**config.mk**
```make
export PLATFORM = sky130hd
export DESIGN_NAME = uart_tx_queue
export DESIGN_NICKNAME = d
export VERILOG_FILES = /design/src/rtl/uart_pkg.sv /design/src/rtl/uart_sync.sv /design/src/rtl/uart_tx_queue.sv
export SDC_FILE = /design/constraint.sdc
export NUM_CORES = 1
export LEC_CHECK = 0
export CAP_MARGIN = 20
export CORE_ASPECT_RATIO = 1.75
export CORE_UTILIZATION = 55
export DETAILED_ROUTE_END_ITERATION = 10
export PLACE_DENSITY_LB_ADDON = 0.25
export SYNTH_ARGS = -nofsm -noshare
export SYNTH_HDL_FRONTEND = slang
export SYNTH_HIERARCHICAL = 1
export SYNTH_SLANG_ARGS = --single-unit
```
**constraint.sdc**
```tcl
create_clock -name clk -period 4.4 [get_ports clk]
set_clock_uncertainty 0.1 [all_clocks]
set_input_delay 0.88 -clock clk [delete_from_list [all_inputs] [get_ports clk]]
set_output_delay 0.88 -clock clk [all_outputs]
set_load 0.01 [all_outputs]
```
**src/rtl/uart_pkg.sv**
```systemverilog
// Shared types and constants for the UART transmit path.
package uart_pkg;

  localparam int UART_DATA_W = 8;

  typedef enum logic [1:0] {
    IDLE = 2'd0,
    LOAD = 2'd1,
    REQ  = 2'd2,
    SEND = 2'd3
  } txq_state_t;

endpackage

```
**src/rtl/uart_sync.sv**
```systemverilog
// Multi-flop synchronizer bringing a single transmitter-domain bit into the clk domain.
module uart_sync #(
  parameter int STAGES = 2
) (
  input  logic clk,
  input  logic rst_n,
  input  logic d_i,
  output logic q_o
);

  logic [STAGES-1:0] sync_q;

  always_ff @(posedge clk or negedge rst_n) begin
    if (!rst_n) begin
      sync_q <= '0;
    end else begin
      sync_q[0] <= d_i;
      for (int i = 1; i < STAGES; i++) begin
        sync_q[i] <= sync_q[i-1];
      end
    end
  end

  assign q_o = sync_q[STAGES-1];

endmodule

```
**src/rtl/uart_tx_queue.sv**
```systemverilog
// Byte FIFO plus start/busy/done handshake feeding the baud-domain UART transmitter.
// Define UART_TXQ_IRQ_EN to add the low-water/overflow irq output.
module uart_tx_queue
  import uart_pkg::*;
#(
  parameter int DEPTH       = 16,
  parameter int SYNC_STAGES = 2,
  parameter int LOW_WATER   = 2
) (
  input  logic                     clk,
  input  logic                     rst_n,
  input  logic                     wr_en,
  input  logic [UART_DATA_W-1:0]   wr_data,
  input  logic                     flush,
  output logic                     full,
  output logic                     empty,
  output logic [$clog2(DEPTH):0]   level,
  output logic                     ovf,
  output logic                     idle,
  output logic                     tx_start,
  output logic [UART_DATA_W-1:0]   tx_data,
  input  logic                     tx_busy,
  input  logic                     tx_done
`ifdef UART_TXQ_IRQ_EN
  ,
  output logic                     irq
`endif
);

  localparam int AW = $clog2(DEPTH);
  localparam int PW = AW + 1;

  logic busy_s, done_s, done_q, done_rise;

  uart_sync #(.STAGES(SYNC_STAGES)) u_sync_busy (
    .clk(clk), .rst_n(rst_n), .d_i(tx_busy), .q_o(busy_s)
  );

  uart_sync #(.STAGES(SYNC_STAGES)) u_sync_done (
    .clk(clk), .rst_n(rst_n), .d_i(tx_done), .q_o(done_s)
  );

  assign done_rise = done_s & ~done_q;

  logic [UART_DATA_W-1:0] mem [DEPTH];
  logic [PW-1:0] wr_ptr_q, wr_ptr_d, rd_ptr_q, rd_ptr_d;
  logic          ovf_q, ovf_d;
  logic          push, pop;

  txq_state_t             state_q;
  logic                   tx_start_q;
  logic [UART_DATA_W-1:0] tx_data_q;

  assign level = wr_ptr_q - rd_ptr_q;
  assign full  = (level == PW'(DEPTH));
  assign empty = (wr_ptr_q == rd_ptr_q);

  // A pop in the same cycle frees the slot, so a write to a full FIFO still lands.
  assign pop  = (state_q == LOAD) && !empty;
  assign push = wr_en && (!full || pop);

  always_comb begin
    wr_ptr_d = wr_ptr_q;
    rd_ptr_d = rd_ptr_q;
    ovf_d    = ovf_q;
    if (flush) begin
      wr_ptr_d = '0;
      rd_ptr_d = '0;
      ovf_d    = 1'b0;
    end else begin
      if (push) wr_ptr_d = wr_ptr_q + 1'b1;
      if (pop)  rd_ptr_d = rd_ptr_q + 1'b1;
      if (wr_en && full && !pop) ovf_d = 1'b1;
    end
  end

  always_ff @(posedge clk or negedge rst_n) begin
    if (!rst_n) begin
      wr_ptr_q <= '0;
      rd_ptr_q <= '0;
      ovf_q    <= 1'b0;
    end else begin
      wr_ptr_q <= wr_ptr_d;
      rd_ptr_q <= rd_ptr_d;
      ovf_q    <= ovf_d;
    end
  end

  always_ff @(posedge clk) begin
    if (push && !flush) mem[wr_ptr_q[AW-1:0]] <= wr_data;
  end

  // The IDLE busy check keeps a new start from overlapping a frame still on the line.
  always_ff @(posedge clk or negedge rst_n) begin
    if (!rst_n) begin
      state_q    <= IDLE;
      tx_start_q <= 1'b0;
      tx_data_q  <= '0;
      done_q     <= 1'b0;
    end else begin
      done_q <= done_s;
      case (state_q)
        IDLE: if (!empty && !busy_s) state_q <= LOAD;
        LOAD: begin
          if (!empty) begin
            tx_data_q  <= mem[rd_ptr_q[AW-1:0]];
            tx_start_q <= 1'b1;
            state_q    <= REQ;
          end else begin
            state_q <= IDLE;
          end
        end
        REQ: begin
          if (busy_s) begin
            tx_start_q <= 1'b0;
            state_q    <= SEND;
          end
        end
        SEND: if (done_rise) state_q <= IDLE;
        default: begin
          tx_start_q <= 1'b0;
          state_q    <= IDLE;
        end
      endcase
    end
  end

  assign ovf      = ovf_q;
  assign tx_start = tx_start_q;
  assign tx_data  = tx_data_q;
  assign idle     = empty && (state_q == IDLE) && !busy_s;

`ifdef UART_TXQ_IRQ_EN
  localparam logic [PW-1:0] LOW_WATER_L = PW'(LOW_WATER);
  logic irq_q;

  always_ff @(posedge clk or negedge rst_n) begin
    if (!rst_n) irq_q <= 1'b0;
    else        irq_q <= (level <= LOW_WATER_L) || ovf_q;
  end

  assign irq = irq_q;
`else
  logic unused_low_water;
  assign unused_low_water = (LOW_WATER == 0);
`endif

endmodule

```
==> results.toml <==
[cells_and_area]
drive_gt1_share_pct = 27.93
layout_common_cells = "edfxtp_1 (128), mux4_2 (40), clkdlybuf4s50_1 (31), dfrtp_1 (26), buf_4 (23)"
mostFrequentLayoutCell = "edfxtp_1"
postLayoutCoreUtil_pct = 66.90
layout-area-overhead-vs-synth_pct = 17.84
nets = 412
diodes = 0

[floorplan]
die_w_um = 83.16
initial_core_util_pct = 56.77
io_pins = 32
core_um2 = 11170
die-area_um2 = 11980
num_rows = 51
die_h_um = 144.0

[clock_tree]
postCtsHoldBufs = 0
cts_inserted_buffers = 17
root_buffer = "clkbuf_16"
path_clk_slew_ns = 0.06
cts_setup_buffers = 0
cts_max_level = 4
cts_tree = "built"
clkSinkCount = 155
cts_resized = 0
clockBufferDepth = 2
clk_latency_ns = 0.42

[logic_synthesis]
synth_top_area_share_pct = 60.63
synth_area_um2 = 6340
synth_warnings = 6
synth_top_area_cell = "edfxtp_1"
ys_seq_area_share_pct = 71.28
synthTopCellsByArea = "edfxtp_1 (61%), mux4_2 (14%), dfrtp_1 (11%)"
synth_cell_types = 38
synthesis.nets = 356
ys_ff_latch = 155
synthCells = 332
syn_area_per_cell_um2 = 19.10

[detailed_routing]
vias = 3240
ant_nets = 0
wl_mm = 12.21
avgViaCountPerCell = 6.079
drt-initial-drc-count = 176
wl_per_cell_um = 22.91
first_pass_iters = 4
drc_errors = 0

[sta]
worst_hold_slack_ns = 0.2483
finalHoldViolations = 0
timing.setup.tns_ns = 0
fin_crit_ns = 3.948
worstMarginPinSlew_ns = 0.6854
fmax_mhz = 253.3
setup_viol = 0
setup_slack_ns = 0.4519
fin_crit_sh_pct = 89.73
rsz0062_at_grt = "false"
slew-limit-headroom_pct = 54.30
drv_slew = 0

[pwr]
p_sw_mw = 0.9076
ir_drop_mv = 0.3379
clock_power_share_pct = 37.0
powerDensity_nw_per_um2 = 485.2
internal_power_mw = 2.718
seqPwrFrac_pct = 47.0
switching_share_pct = 25.04
leakagePower_nw = 2.565
combPwrFrac_pct = 16.0

[grt]
grt_antenna_before_repair = 0
grt_start_max_net_pins = 36
grt_pass1_wl_mm = 19.24
grt.overflow.total = 0
grtUsageTotal_pct = 22.56
grt_pass1_vias = 3392

[setup_path]
start_kind = "flop"
cp_data_arrival_time_ns = 2.97
r2r-start = "wr_ptr_q[0]"
cp-startpoint = "wr_ptr_q[0]"
worstPathRequired_ns = 3.42
endpoint_kind = "output pin"
crit_fanout = 5
crit_type = "flop to output pin"

[placement]
dp_slack_ns = 0.8786
place.gp.congestion = 0.8556
dp_hpwl_mm = 8.116
io_buffers = 31

[status]
status = "complete, no violations"

[job]
maxCapViolations = 0

[worst_hold_path]
hp-class = "flop to flop"
hp-start = "u_sync_busy/sync_q[0]"
## power groups by stage
stage | clock network, mW | logic [mW] | registers [mW]
final | 1.34 | 0.580 | 1.70
after global routing | 1.41 | 0.629 | 1.71
after CTS | 1.36 | 0.589 | 1.71
after detailed placement | 0 | 0.588 | 1.74
after global placement | 0 | 0.575 | 1.73
after floorplan | 0 | 0.334 | 1.75
## metrics by stage
stage / power [mW] / area (um^2) / std cells
after global routing: 3.756 / 7471 / 533
after floorplan: 2.082 / 6340 / 332
after detailed placement: 2.325 / 6915 / 501
after global placement: 2.307 / 6915 / 501
final: 3.625 / 7471 / 533
after CTS: 3.656 / 7471 / 533
## path summary, 6_finish.rpt
| check | endpoint | slack, ns | depth (start not counted) |
|---|---|---|---|
| worst max-delay path | full | 0.45 | 8 |
| worst min-delay path | u_sync_busy/sync_q[1] | 0.25 | 0 |
| worst max register to register | mem[6][6] | 0.92 | 11 |
| worst min register to register | u_sync_busy/sync_q[1] | 0.25 | 0 |
| max in group asynchronous | rd_ptr_q[0] | 3.17 | 2 |
| min in group asynchronous | wr_ptr_q[3] | 0.74 | 2 |
## synthesized netlist by cell type
library cell	n
edfxtp_1	128
mux4_2	40
dfrtp_1	27
nor2_1	15
nor3_1	13
inv_1	12
mux2_2	11
ha_1	9
nand2_1	9
clkbuf_1	8
a21oi_1	5
buf_2	5
nand2b_1	5
nor4_1	5
nor2b_1	4
o21ai_0	4
mux2i_1	3
xnor2_1	3
xor2_1	3
and2_1	2
buf_1	2
nand3_1	2
or3_1	2
a2111oi_4	1
a211oi_1	1
a21boi_2	1
a21o_1	1
a31oi_1	1
and3_1	1
and3b_1	1
buf_12	1
buf_6	1
fa_1	1
mux2_1	1
nand4_1	1
o22ai_1	1
o311ai_0	1
or3_4	1
## critical path, cell delays in order, from the launching register on
cell	delay [ns]
dfrtp_1	0.42
inv_1	0.14
ha_1	0.17
inv_1	0.05
fa_1	0.41
xor2_1	0.19
or3_1	0.36
a2111oi_4	0.22
clkdlybuf4s50_1	0.59
## cell type report
class | count | area, um^2
repair buffers | 54 | 483.0
flip-flops and latches | 155 | 4521
fillers | 735 | 3696
multi-input cells | 148 | 1702
well taps | 132 | 165.2
inverters | 12 | 45.04
clock inverters | 15 | 130.1
clock buffers | 17 | 425.4
## flip-flops by register name, indices dropped and copies added (netlist names), named ones only
name	cells
tx_data	8
wr_ptr_q	5
rd_ptr_q	5
mem	128
state_q	1
u_sync_done/sync_q	2
tx_start	1
done_q	1
ovf	1
u_sync_busy/sync_q	2
## layer usage
metal,wire length [um],GRT usage (%)
met5,0,0
met3,443,4.852
met1,4718,26.61
met4,420,12.70
met2,6631,38.61
## cell families after synthesis
kind of cell	after synthesis	synth area share [%]
flip-flops	155	71.28
multiplexers	55	16.81
AND/OR/NAND/NOR	61	4.894
XOR/XNOR	6	0.8290
adder cells (fa/ha/maj)	10	2.092
AO/OA/AOI/OAI	16	1.895
buffers and inverters	29	2.191
(Power assumes the default switching activity.)
